`config.mk`:
```
export PLATFORM = sky130hd
export DESIGN_NAME = vloadblock
export DESIGN_NICKNAME = d
export VERILOG_FILES = /design/src/rtl/vloadblock.sv
export SDC_FILE = /design/constraint.sdc
export NUM_CORES = 1
export LEC_CHECK = 0
export CAP_MARGIN = 10
export CORE_ASPECT_RATIO = 1.2
export CORE_UTILIZATION = 50
export CTS_CLUSTER_DIAMETER = 50
export DETAILED_ROUTE_END_ITERATION = 16
export GPL_ROUTABILITY_DRIVEN = 0
export PLACE_DENSITY = 0.91
export SLEW_MARGIN = 10
export SYNTH_ARGS = -nofsm -noshare
export SYNTH_HDL_FRONTEND = slang
export SYNTH_SLANG_ARGS = --single-unit
```
`constraint.sdc`:
```
create_clock -name clk -period 9.2 [get_ports clk]
set_clock_uncertainty 0.2 [all_clocks]
set_input_delay 0.92 -clock clk [delete_from_list [all_inputs] [get_ports clk]]
set_output_delay 0.92 -clock clk [all_outputs]
set_load 0.02 [all_outputs]
```
`src/rtl/vloadblock.sv`:
```
// vloadblock: load-side bank reader for the four interleaved data-memory banks.
// Returns one aligned, sign/zero-extended scalar word, or a vector load as a
// sequence of up-to-4-element beats, behind a valid/ready output handshake.
// Optional feature macro: VLOAD_STRIDE_EN (strided vector loads with
// per-beat bank-conflict splitting). Undefined: unit stride only.
module vloadblock #(
   parameter int PC_ADDR_BITS = 32,
   parameter int DATAMEM_BITS = 12
) (
   input  logic                      clk,
   input  logic                      nrst,
   input  logic                      req_valid,
   output logic                      req_ready,
   input  logic                      req_vec,
   input  logic [PC_ADDR_BITS-1:0]   req_addr,
   input  logic [1:0]                req_load_select,
   input  logic                      req_unsigned,
   input  logic [5:0]                req_vl,
   input  logic [PC_ADDR_BITS-1:0]   req_stride,
   output logic [3:0]                bank_rd_en,
   output logic [DATAMEM_BITS-3:0]   bank_addr_0,
   output logic [DATAMEM_BITS-3:0]   bank_addr_1,
   output logic [DATAMEM_BITS-3:0]   bank_addr_2,
   output logic [DATAMEM_BITS-3:0]   bank_addr_3,
   input  logic [31:0]               bank_rdata_0,
   input  logic [31:0]               bank_rdata_1,
   input  logic [31:0]               bank_rdata_2,
   input  logic [31:0]               bank_rdata_3,
   output logic                      out_valid,
   input  logic                      out_ready,
   output logic [31:0]               out_data_0,
   output logic [31:0]               out_data_1,
   output logic [31:0]               out_data_2,
   output logic [31:0]               out_data_3,
   output logic [3:0]                out_mask,
   output logic                      out_last,
   output logic                      out_err
);

   localparam int RW = DATAMEM_BITS - 2;

   typedef enum logic [1:0] {S_IDLE, S_ISSUE, S_WAIT, S_PRESENT} state_t;

   state_t r_state, w_next;

   // request context held for the whole load
   logic                    r_vec;
   logic [1:0]              r_sel;
   logic                    r_uns;
   logic [1:0]              r_off;
   logic [DATAMEM_BITS-1:0] r_word;     // word address of the next unissued element
   logic [5:0]              r_remain;   // elements not yet issued
`ifdef VLOAD_STRIDE_EN
   logic [DATAMEM_BITS-1:0] r_stride;
`endif

   // current beat: bank controls and lane-to-bank routing
   logic [3:0]              r_rd_en;
   logic [3:0][RW-1:0]      r_row;
   logic [3:0][1:0]         r_lbank;
   logic [2:0]              r_cnt;

   // presented result
   logic [3:0][31:0]        r_data;
   logic [3:0]              r_mask;
   logic                    r_last;
   logic                    r_err;

   // request decode
   logic [DATAMEM_BITS-1:0] w_req_word;
   logic                    w_sc_err;
   logic                    w_vl0;

   // beat planner
   logic [DATAMEM_BITS-1:0] w_pl_word;
   logic [5:0]              w_pl_remain;
   logic [DATAMEM_BITS-1:0] w_pl_stride;
   logic [3:0]              w_pl_en;
   logic [3:0][RW-1:0]      w_pl_row;
   logic [3:0][1:0]         w_pl_lbank;
   logic [2:0]              w_pl_cnt;
   logic [DATAMEM_BITS-1:0] w_pl_wd;
   logic                    w_pl_take;
   logic [DATAMEM_BITS-1:0] w_pl_next;
   logic [5:0]              w_pl_left;

   // read-data routing
   logic [3:0][31:0]        w_rdata;
   logic [3:0][31:0]        w_lane;
   logic [31:0]             w_src;
   logic [31:0]             w_sh;
   logic [3:0]              w_cmask;

   logic                    w_unused;

   assign w_req_word = req_addr[DATAMEM_BITS+1:2];
   assign w_vl0      = req_vec && (req_vl == 6'd0);
   assign w_sc_err   = !req_vec && ((req_load_select == 2'd3) ||
                                    ((req_load_select == 2'd1) && req_addr[0]) ||
                                    ((req_load_select == 2'd2) && (req_addr[1:0] != 2'd0)));

   // Planner sees the live request in IDLE and the saved cursor otherwise.
   // A scalar load is planned as a one-element beat at its word.
   assign w_pl_word   = (r_state == S_IDLE) ? w_req_word : r_word;
   assign w_pl_remain = (r_state == S_IDLE) ? (req_vec ? req_vl : 6'd1) : r_remain;
`ifdef VLOAD_STRIDE_EN
   assign w_pl_stride = (r_state == S_IDLE) ? req_stride[DATAMEM_BITS-1:0] : r_stride;
`else
   assign w_pl_stride = {{(DATAMEM_BITS-1){1'b0}}, 1'b1};
`endif

   // Plan one beat: take up to four consecutive elements, stopping early
   // (strided build) at the first one whose bank is already claimed.
   always_comb begin
      w_pl_en    = '0;
      w_pl_row   = '0;
      w_pl_lbank = '0;
      w_pl_cnt   = '0;
      w_pl_wd    = w_pl_word;
      w_pl_take  = 1'b1;
      for (int j = 0; j < 4; j++) begin
         if (j >= int'(w_pl_remain)) w_pl_take = 1'b0;
`ifdef VLOAD_STRIDE_EN
         if (w_pl_en[w_pl_wd[1:0]]) w_pl_take = 1'b0;
`endif
         if (w_pl_take) begin
            w_pl_en[w_pl_wd[1:0]]  = 1'b1;
            w_pl_row[w_pl_wd[1:0]] = w_pl_wd[DATAMEM_BITS-1:2];
            w_pl_lbank[j]          = w_pl_wd[1:0];
            w_pl_cnt               = w_pl_cnt + 3'd1;
            w_pl_wd                = w_pl_wd + w_pl_stride;
         end
      end
      w_pl_next = w_pl_wd;
      w_pl_left = w_pl_remain - {3'b000, w_pl_cnt};
   end

   assign w_rdata = {bank_rdata_3, bank_rdata_2, bank_rdata_1, bank_rdata_0};
   assign w_src   = w_rdata[r_lbank[0]];
   assign w_sh    = w_src >> {r_off, 3'b000};

   // Route bank data to lanes; scalar lane 0 gets byte/half extraction.
   always_comb begin
      w_lane = '0;
      for (int j = 0; j < 4; j++) begin
         if (j < int'(r_cnt)) w_lane[j] = w_rdata[r_lbank[j]];
      end
      if (!r_vec) begin
         case (r_sel)
            2'd0:    w_lane[0] = {{24{!r_uns && w_sh[7]}}, w_sh[7:0]};
            2'd1:    w_lane[0] = {{16{!r_uns && w_sh[15]}}, w_sh[15:0]};
            default: w_lane[0] = w_src;
         endcase
      end
      case (r_cnt)
         3'd0:    w_cmask = 4'b0000;
         3'd1:    w_cmask = 4'b0001;
         3'd2:    w_cmask = 4'b0011;
         3'd3:    w_cmask = 4'b0111;
         default: w_cmask = 4'b1111;
      endcase
   end

   // FSM state register
   always_ff @(posedge clk or negedge nrst) begin
      if (!nrst) r_state <= S_IDLE;
      else       r_state <= w_next;
   end

   // FSM next state and handshake outputs
   always_comb begin
      w_next    = r_state;
      req_ready = 1'b0;
      out_valid = 1'b0;
      case (r_state)
         S_IDLE: begin
            req_ready = 1'b1;
            if (req_valid) w_next = (w_sc_err || w_vl0) ? S_PRESENT : S_ISSUE;
         end
         S_ISSUE: w_next = S_WAIT;
         S_WAIT:  w_next = S_PRESENT;
         S_PRESENT: begin
            out_valid = 1'b1;
            if (out_ready) w_next = (r_remain != 6'd0) ? S_ISSUE : S_IDLE;
         end
         default: w_next = S_IDLE;
      endcase
   end

   // Datapath: latch request, arm bank reads, capture data, advance beats
   always_ff @(posedge clk or negedge nrst) begin
      if (!nrst) begin
         r_vec    <= 1'b0;
         r_sel    <= '0;
         r_uns    <= 1'b0;
         r_off    <= '0;
         r_word   <= '0;
         r_remain <= '0;
`ifdef VLOAD_STRIDE_EN
         r_stride <= '0;
`endif
         r_rd_en  <= '0;
         r_row    <= '0;
         r_lbank  <= '0;
         r_cnt    <= '0;
         r_data   <= '0;
         r_mask   <= '0;
         r_last   <= 1'b0;
         r_err    <= 1'b0;
      end else begin
         case (r_state)
            S_IDLE: begin
               if (req_valid) begin
                  r_vec <= req_vec;
                  r_sel <= req_load_select;
                  r_uns <= req_unsigned;
                  r_off <= req_addr[1:0];
`ifdef VLOAD_STRIDE_EN
                  r_stride <= req_stride[DATAMEM_BITS-1:0];
`endif
                  if (w_sc_err || w_vl0) begin
                     // no bank access; result is ready next cycle
                     r_rd_en  <= '0;
                     r_remain <= '0;
                     r_data   <= '0;
                     r_mask   <= {3'b000, w_sc_err};
                     r_last   <= 1'b1;
                     r_err    <= w_sc_err;
                  end else begin
                     r_rd_en  <= w_pl_en;
                     r_row    <= w_pl_row;
                     r_lbank  <= w_pl_lbank;
                     r_cnt    <= w_pl_cnt;
                     r_word   <= w_pl_next;
                     r_remain <= w_pl_left;
                  end
               end
            end
            S_ISSUE: r_rd_en <= '0;
            S_WAIT: begin
               r_data <= w_lane;
               r_mask <= w_cmask;
               r_last <= (r_remain == 6'd0);
               r_err  <= 1'b0;
            end
            S_PRESENT: begin
               if (out_ready && (r_remain != 6'd0)) begin
                  r_rd_en  <= w_pl_en;
                  r_row    <= w_pl_row;
                  r_lbank  <= w_pl_lbank;
                  r_cnt    <= w_pl_cnt;
                  r_word   <= w_pl_next;
                  r_remain <= w_pl_left;
               end
            end
            default: ;
         endcase
      end
   end

   assign bank_rd_en  = r_rd_en;
   assign bank_addr_0 = r_row[0];
   assign bank_addr_1 = r_row[1];
   assign bank_addr_2 = r_row[2];
   assign bank_addr_3 = r_row[3];
   assign out_data_0  = r_data[0];
   assign out_data_1  = r_data[1];
   assign out_data_2  = r_data[2];
   assign out_data_3  = r_data[3];
   assign out_mask    = r_mask;
   assign out_last    = r_last;
   assign out_err     = r_err;

   // address bits above the memory and (unit-stride build) the stride are ignored
   assign w_unused = ^{req_addr[PC_ADDR_BITS-1:DATAMEM_BITS+2], req_stride};

endmodule

```
==> results of run 1 <==
-- worst max-delay path, cell delays in order --
cell             delay [ns]
clkdlybuf4s50_1        0.62
and2_0                 0.37
a22oi_1                0.73
inv_1                  0.52
nor3_1                 0.34
a21oi_1                0.11
ha_1                   0.25
inv_1                  0.13
o32ai_1                0.12
nor2_1                 0.82
xnor2_4                0.23
a2111oi_4              0.53
o211ai_1               0.25
xnor2_2                0.48
nand4_1                0.35
o31a_1                 0.34
o31ai_1                0.21
-- cells by family after synthesis --
family	Yosys count	share of synthesized area [%]
AND/OR/NAND/NOR	369	11.3
adder cells (fa/ha/maj)	29	2.43
buffers and inverters	160	4.07
flip-flops	215	35.3
AO/OA/AOI/OAI	494	22.8
multiplexers	165	21.5
XOR/XNOR	37	2.62
-- worst max path at each step --
stage / slack [ns] / end / from / cells after the start
after floorplan: 3.44 / r_word[11] / req_vl[2] / 16
after global placement: 2.08 / r_word[10] / req_vl[3] / 17
after detailed placement: 1.83 / r_word[10] / req_vec / 17
after CTS: 2.37 / r_word[10] / req_vec / 17
after global routing: 1.88 / r_word[10] / req_vec / 17
final: 2.10 / r_word[10] / req_vec / 17
-- registers in the layout (all words and copies together) (netlist names), 2 cells and up --
signal,flops
out_data_2,32
r_cnt,3
r_sel,2
bank_addr_3,10
bank_addr_1,10
bank_rd_en,4
out_data_1,32
r_lbank,8
r_off,2
out_mask,4
out_data_3,32
r_state,2
r_remain,6
bank_addr_0,10
r_word,12
bank_addr_2,10
out_data_0,32
-- per-stage QoR --
| step | worst slack (ns) | hold WS [ns] | utilization, % | instances |
|---|---|---|---|---|
| floorplan | 3.44 | 0.245 | - | 1469 |
| global route | 1.88 | 0.199 | 65.9 | 2132 |
| global placement | 2.08 | 0.257 | 62.9 | 2084 |
| detailed placement | 1.83 | 0.266 | 62.9 | 2084 |
| finish | 2.10 | 0.159 | 65.9 | 2132 |
| CTS | 2.37 | 0.171 | 65.9 | 2132 |
-- layout by cell type, fill, tap and decap left out, types with 18 or more instances in the layout --
cell               n
a21oi_1           71
a22o_1           109
buf_4             18
clkbuf_16         26
clkdlybuf4s50_1  334
dfrtp_1          207
ha_1              28
inv_1             31
mux2i_1           20
mux4_2           128
nand2_1          161
nand3_1           21
nor2_1            92
o211ai_1          54
o21a_1            23
o21ai_0          104
o31ai_1           31
xnor2_1           20
-- layer usage --
layer	GRT usage [%]	up-vias	routed length, um
li1	-	6192	-
met1	42.3	7297	18500
met2	60.0	1400	27000
met3	12.1	389	8160
met4	23.1	4	4530
met5	0	-	27
-- final cells by class --
| class | instances | area, um^2 | area share, % |
|---|---|---|---|
| Inverter | 32 | 120 | 0.612 |
| Clock buffer | 34 | 721 | 3.67 |
| Multi-Input combinational cell | 1094 | 9250 | 47.1 |
| Sequential cell | 215 | 5390 | 27.5 |
| Timing Repair Buffer | 353 | 3490 | 17.8 |
| Clock inverter | 14 | 165 | 0.842 |
| Tap cell | 390 | 488 | 2.49 |
==> summary.md, run 1 <==
| Metric | Value |
|---|---|
| Async SR Flop Fraction | `100%` |
| Worst EP arrival | `7.34 ns` |
| Nets | `1957` |
| Post-DRT Antenna Nets | `0` |
| Crit end category | `flop` |
| Height of the die | `193 um` |
| Num Clock Sinks | `215` |
| Setup repair bufs after CTS | `0` |
| Cell with the most instances after synthesis | `dfrtp_1` |
| Diodes inserted | `0` |
| Via density | `7.17` |
| Area share of the largest cell type after synthesis | `35.3%` |
| R2r startpoint | `r_state[0]` |
| Filler cells | `2072` |
| Fraction of layout cells with a size suffix above 1 | `13.8%` |
| Drt total wl | `58200 um` |
| Setup_tns | `0 ns` |
| Initial Util | `51.2%` |
| RSZ-0062 raised after global routing | `false` |
| DRT iter0 DRCs | `2766` |
| Avg Cell Area, Syn | `10.4 um^2` |
| CP Class | `input port to flop` |
| CTS tree | `built` |
| Rows | `69` |
| Max Transition Viols Final | `0` |
| Width of the die | `161 um` |
| Max-cap violation count | `0` |
| CTS Buffer Depth | `3` |
| DRT Pass-1 Iters | `9` |
| Max_slew headroom | `15.6%` |
| Synthesized Nets | `1704` |
| Avg WL per Cell | `27.3 um` |
| Synth cell types | `80` |
| Core area | `29800 um^2` |
| Slew @ Worst Pin | `1.26 ns` |
| H-tree Lvls | `1` |
| Worst reg-to-reg setup slack | `2.20 ns` |
| DRC errors left | `0` |
| CP Launch Type | `input port` |
| Count of state elements after synthesis | `215` |
| Seq/Total Area, Yosys | `35.3%` |
| EDFF count, synth | `0` |
| Initial antenna violation count | `2` |
| Worst Path Max Fanout | `20` |
| Placed cell area | `18700 um^2` |
| R2R Path End | `r_word[10]` |
| CTS Buf Count | `26` |
| Cell taking the most area after synthesis | `dfrtp_1` |
| Warnings from Yosys | `0` |
| CTS Hold Bufs | `0` |
| Syn Inst Count | `1469` |
| Vias in the first global route | `14900` |
| Status | `completed` |
| First-pass GRT wire length | `88700 um` |
| Worst-Skew Late Latency | `0.54 ns` |
| Post-cts resize count | `0` |
| Fmax | `141 MHz` |
| Largest net degree at the start of global routing | `94` |
| Layout Cell Area excl Fill | `19600 um^2` |
| Final period utilization | `77.2%` |
| I/O Buffers | `335` |
| Detailed Place HPWL | `39900 um` |
| Main flop type after synthesis | `dfrtp_1` |
| Worst-path clk slew | `0.06 ns` |
| R2R cell count | `18` |
| Final Hold Viols | `0` |
| DR vias | `15300` |
| Min cycle time layout | `7.10 ns` |
| Hold crit path type | `input port to async pin` |
| Root buf cell | `clkbuf_16` |
| Syn Std Cell Area | `15200 um^2` |
| Ranking of synthesized cells by area | `dfrtp_1, mux4_2, a22o_1, nand2_1, o21ai_0` |
| Die area | `31200 um^2` |
| Layout area overhead | `28.8%` |
| Setup Viol. Count Final | `0` |
| Total grt overflow | `0` |
| Boundary Pins | `386` |
| GR Util All Layers | `37.1%` |
| WP data required | `9.44 ns` |
| Post-synth top cells | `dfrtp_1, nand2_1, mux4_2` |
Power of run 1 is left out: the tool's default activity adds up to more than one toggle a clock period on the data nets, which glitch-free logic cannot reach.
==> inputs of run 2 (changes only) <==
==> constraint.sdc (replaced) <==
create_clock -name clk -period 7.3 [get_ports clk]
set_clock_uncertainty 0.2 [all_clocks]
set_input_delay 0.73 -clock clk [delete_from_list [all_inputs] [get_ports clk]]
set_output_delay 0.73 -clock clk [all_outputs]
set_load 0.02 [all_outputs]
==> run 2 against run 1 <==
Utilization grew 0.89 points. Global-route usage grew 0.79 points. Die area is the same. Routed wire length grew 1.4%. Setup slack lost 0.95 ns. Hold slack gained 0.12 ns. Via count grew 0.50%. Critical path type is now flop to flop. Critical endpoint unchanged.
==> summary.md, run 2 (synthesis gave the netlist of run 1 again) <==
| Metric | Value |
|---|---|
| Rows | `69` |
| Filler cells | `2101` |
| Worst-Skew Late Latency | `0.56 ns` |
| WP depth | `15` |
| Worst-path clk slew | `0.06 ns` |
| Crit end category | `flop` |
| Min-Delay Path Depth | `2` |
| CP top delay family | `simple AND/OR/NAND/NOR gates` |
| Fmax | `163 MHz` |
| First-pass GRT wire length | `91100 um` |
| Max-cap violation count | `0` |
| R2R cell count | `15` |
| CTS Buffer Depth | `3` |
| Nets | `1971` |
| Hold crit path type | `flop to flop` |
| DRC errors left | `0` |
| Most common cell after layout, fill and taps aside | `clkdlybuf4s50_1` |
| Worst Path Max Fanout | `31` |
| DRT iter0 DRCs | `2358` |
| Setup Viol. Count Final | `0` |
| Global routing's busiest layer | `met2` |
| Diodes inserted | `0` |
| Slowest CP cell | `a21boi_0` |
| Die area | `31200 um^2` |
| Most frequent cells in the layout | `clkdlybuf4s50_1, dfrtp_1, nand2_1` |
| CP Launch Type | `flop` |
| Setup_tns | `0 ns` |
| WP data required | `7.56 ns` |
| Num Clock Sinks | `215` |
| Met2 Use GR | `61.0%` |
| Height of the die | `193 um` |
| DR vias | `15400` |
| Vias in the first global route | `15300` |
| Root buf cell | `clkbuf_16` |
| Core area | `29800 um^2` |
| Largest net degree at the start of global routing | `90` |
| Avg WL per Cell | `27.5 um` |
| Setup repair bufs after CTS | `0` |
| Fraction of layout cells with a size suffix above 1 | `14.7%` |
| I/O Buffers | `335` |
| Final period utilization | `84.2%` |
| Min cycle time layout | `6.15 ns` |
| DRT Pass-1 Iters | `8` |
| Total grt overflow | `0` |
| CP max stage delay | `0.63 ns` |
| Layout area overhead | `30.5%` |
| Layout Cell Area excl Fill | `19900 um^2` |
| Boundary Pins | `386` |
| CTS Buf Count | `30` |
| Post-DRT Antenna Nets | `0` |
| Initial antenna violation count | `1` |
| RSZ-0062 raised after global routing | `false` |
| Status | `completed` |
| Post-cts resize count | `0` |
| Via density | `7.15` |
| Grt met1 use | `43.7%` |
| Width of the die | `161 um` |
| Max_slew headroom | `22.7%` |
| CP Cell Sequence | `inv_1, ha_1, buf_4, and3b_1, nor2_1, inv_1, ha_1, a21boi_0, o211a_1, nand3_1, xnor2_1, or4_1, xor2_1, nor4_1, o31ai_1` |
| H-tree Lvls | `1` |
| Final Hold Viols | `0` |
| Worst EP arrival | `6.40 ns` |
| Placed cell area | `18800 um^2` |
| Final WS setup | `1.15 ns` |
| Detailed Place HPWL | `40700 um` |
| Slew @ Worst Pin | `1.15 ns` |
| CTS tree | `built` |
| GR Util All Layers | `37.9%` |
| Worst reg-to-reg setup slack | `1.15 ns` |
| Max Transition Viols Final | `0` |
| CP Class | `flop to flop` |
| Worst hold slack | `0.274 ns` |
| CP bufs+invs | `3` |
| Worst slack, placed | `0.975 ns` |
| Initial Util | `51.2%` |
| GR met3 Demand/Resource | `10.2%` |
| Drt total wl | `59000 um` |
run 2: cell count changes in the layout (fill, tap and decap cells not counted), moves of 2 or more:
| cell | delta |
|---|---|
| bufinv_16 | +2 |
| buf_4 | +9 |
| clkbuf_1 | -3 |
| clkinvlp_4 | -4 |
| inv_6 | +3 |
| clkbuf_16 | +5 |
| clkinv_2 | +2 |
run 2: worst paths after layout:
check | startpoint | end
min reg2reg | bank_addr_0[7] | bank_addr_0[7]
max | r_state[0] | r_word[10]
min in group asynchronous | nrst | out_data_1[7]
max in group asynchronous | nrst | r_lbank[2]
min | bank_addr_0[7] | bank_addr_0[7]
max reg2reg | r_state[0] | r_word[10]
run 2: what timing repair did:
action / in CTS / in global routing
hold endpoints to repair: 33 / 0
hold buffers: 1 / 0
endpoints found under the setup margin: 0 / 0
run 2: final cells by class:
class                      instances  area (um^2)  area share (%)
tap                              390          488            2.45
clock buffer                      37          848            4.26
timing repair buffer             363         3570            18.0
clock inverter                    17          229            1.15
multi-input combinational       1094         9240            46.5
inverter                          32          120           0.604
sequential                       215         5390            27.1
run 2: metal layers:
layer | vias up | wire, um
li1 | 6237 | -
met1 | 7305 | 19200
met2 | 1422 | 27600
met3 | 392 | 7400
met4 | 2 | 4830
met5 | - | 14
run 2: worst register-to-register path: stages, from the launching register on:
cell,delay [ns]
dfrtp_1,0.40
inv_1,0.17
ha_1,0.48
buf_4,0.43
and3b_1,0.25
nor2_1,0.47
inv_1,0.13
ha_1,0.42
a21boi_0,0.63
o211a_1,0.40
nand3_1,0.24
xnor2_1,0.31
or4_1,0.57
xor2_1,0.52
nor4_1,0.14
o31ai_1,0.29
run 2: per-stage QoR:
step	utilization, %	std cells
final	66.8	2148
after detailed placement	63.1	2093
after global routing	66.8	2148
after CTS	66.8	2148
after global placement	63.1	2093
after floorplan	-	1469
Power of run 2 is left out for the same reason.
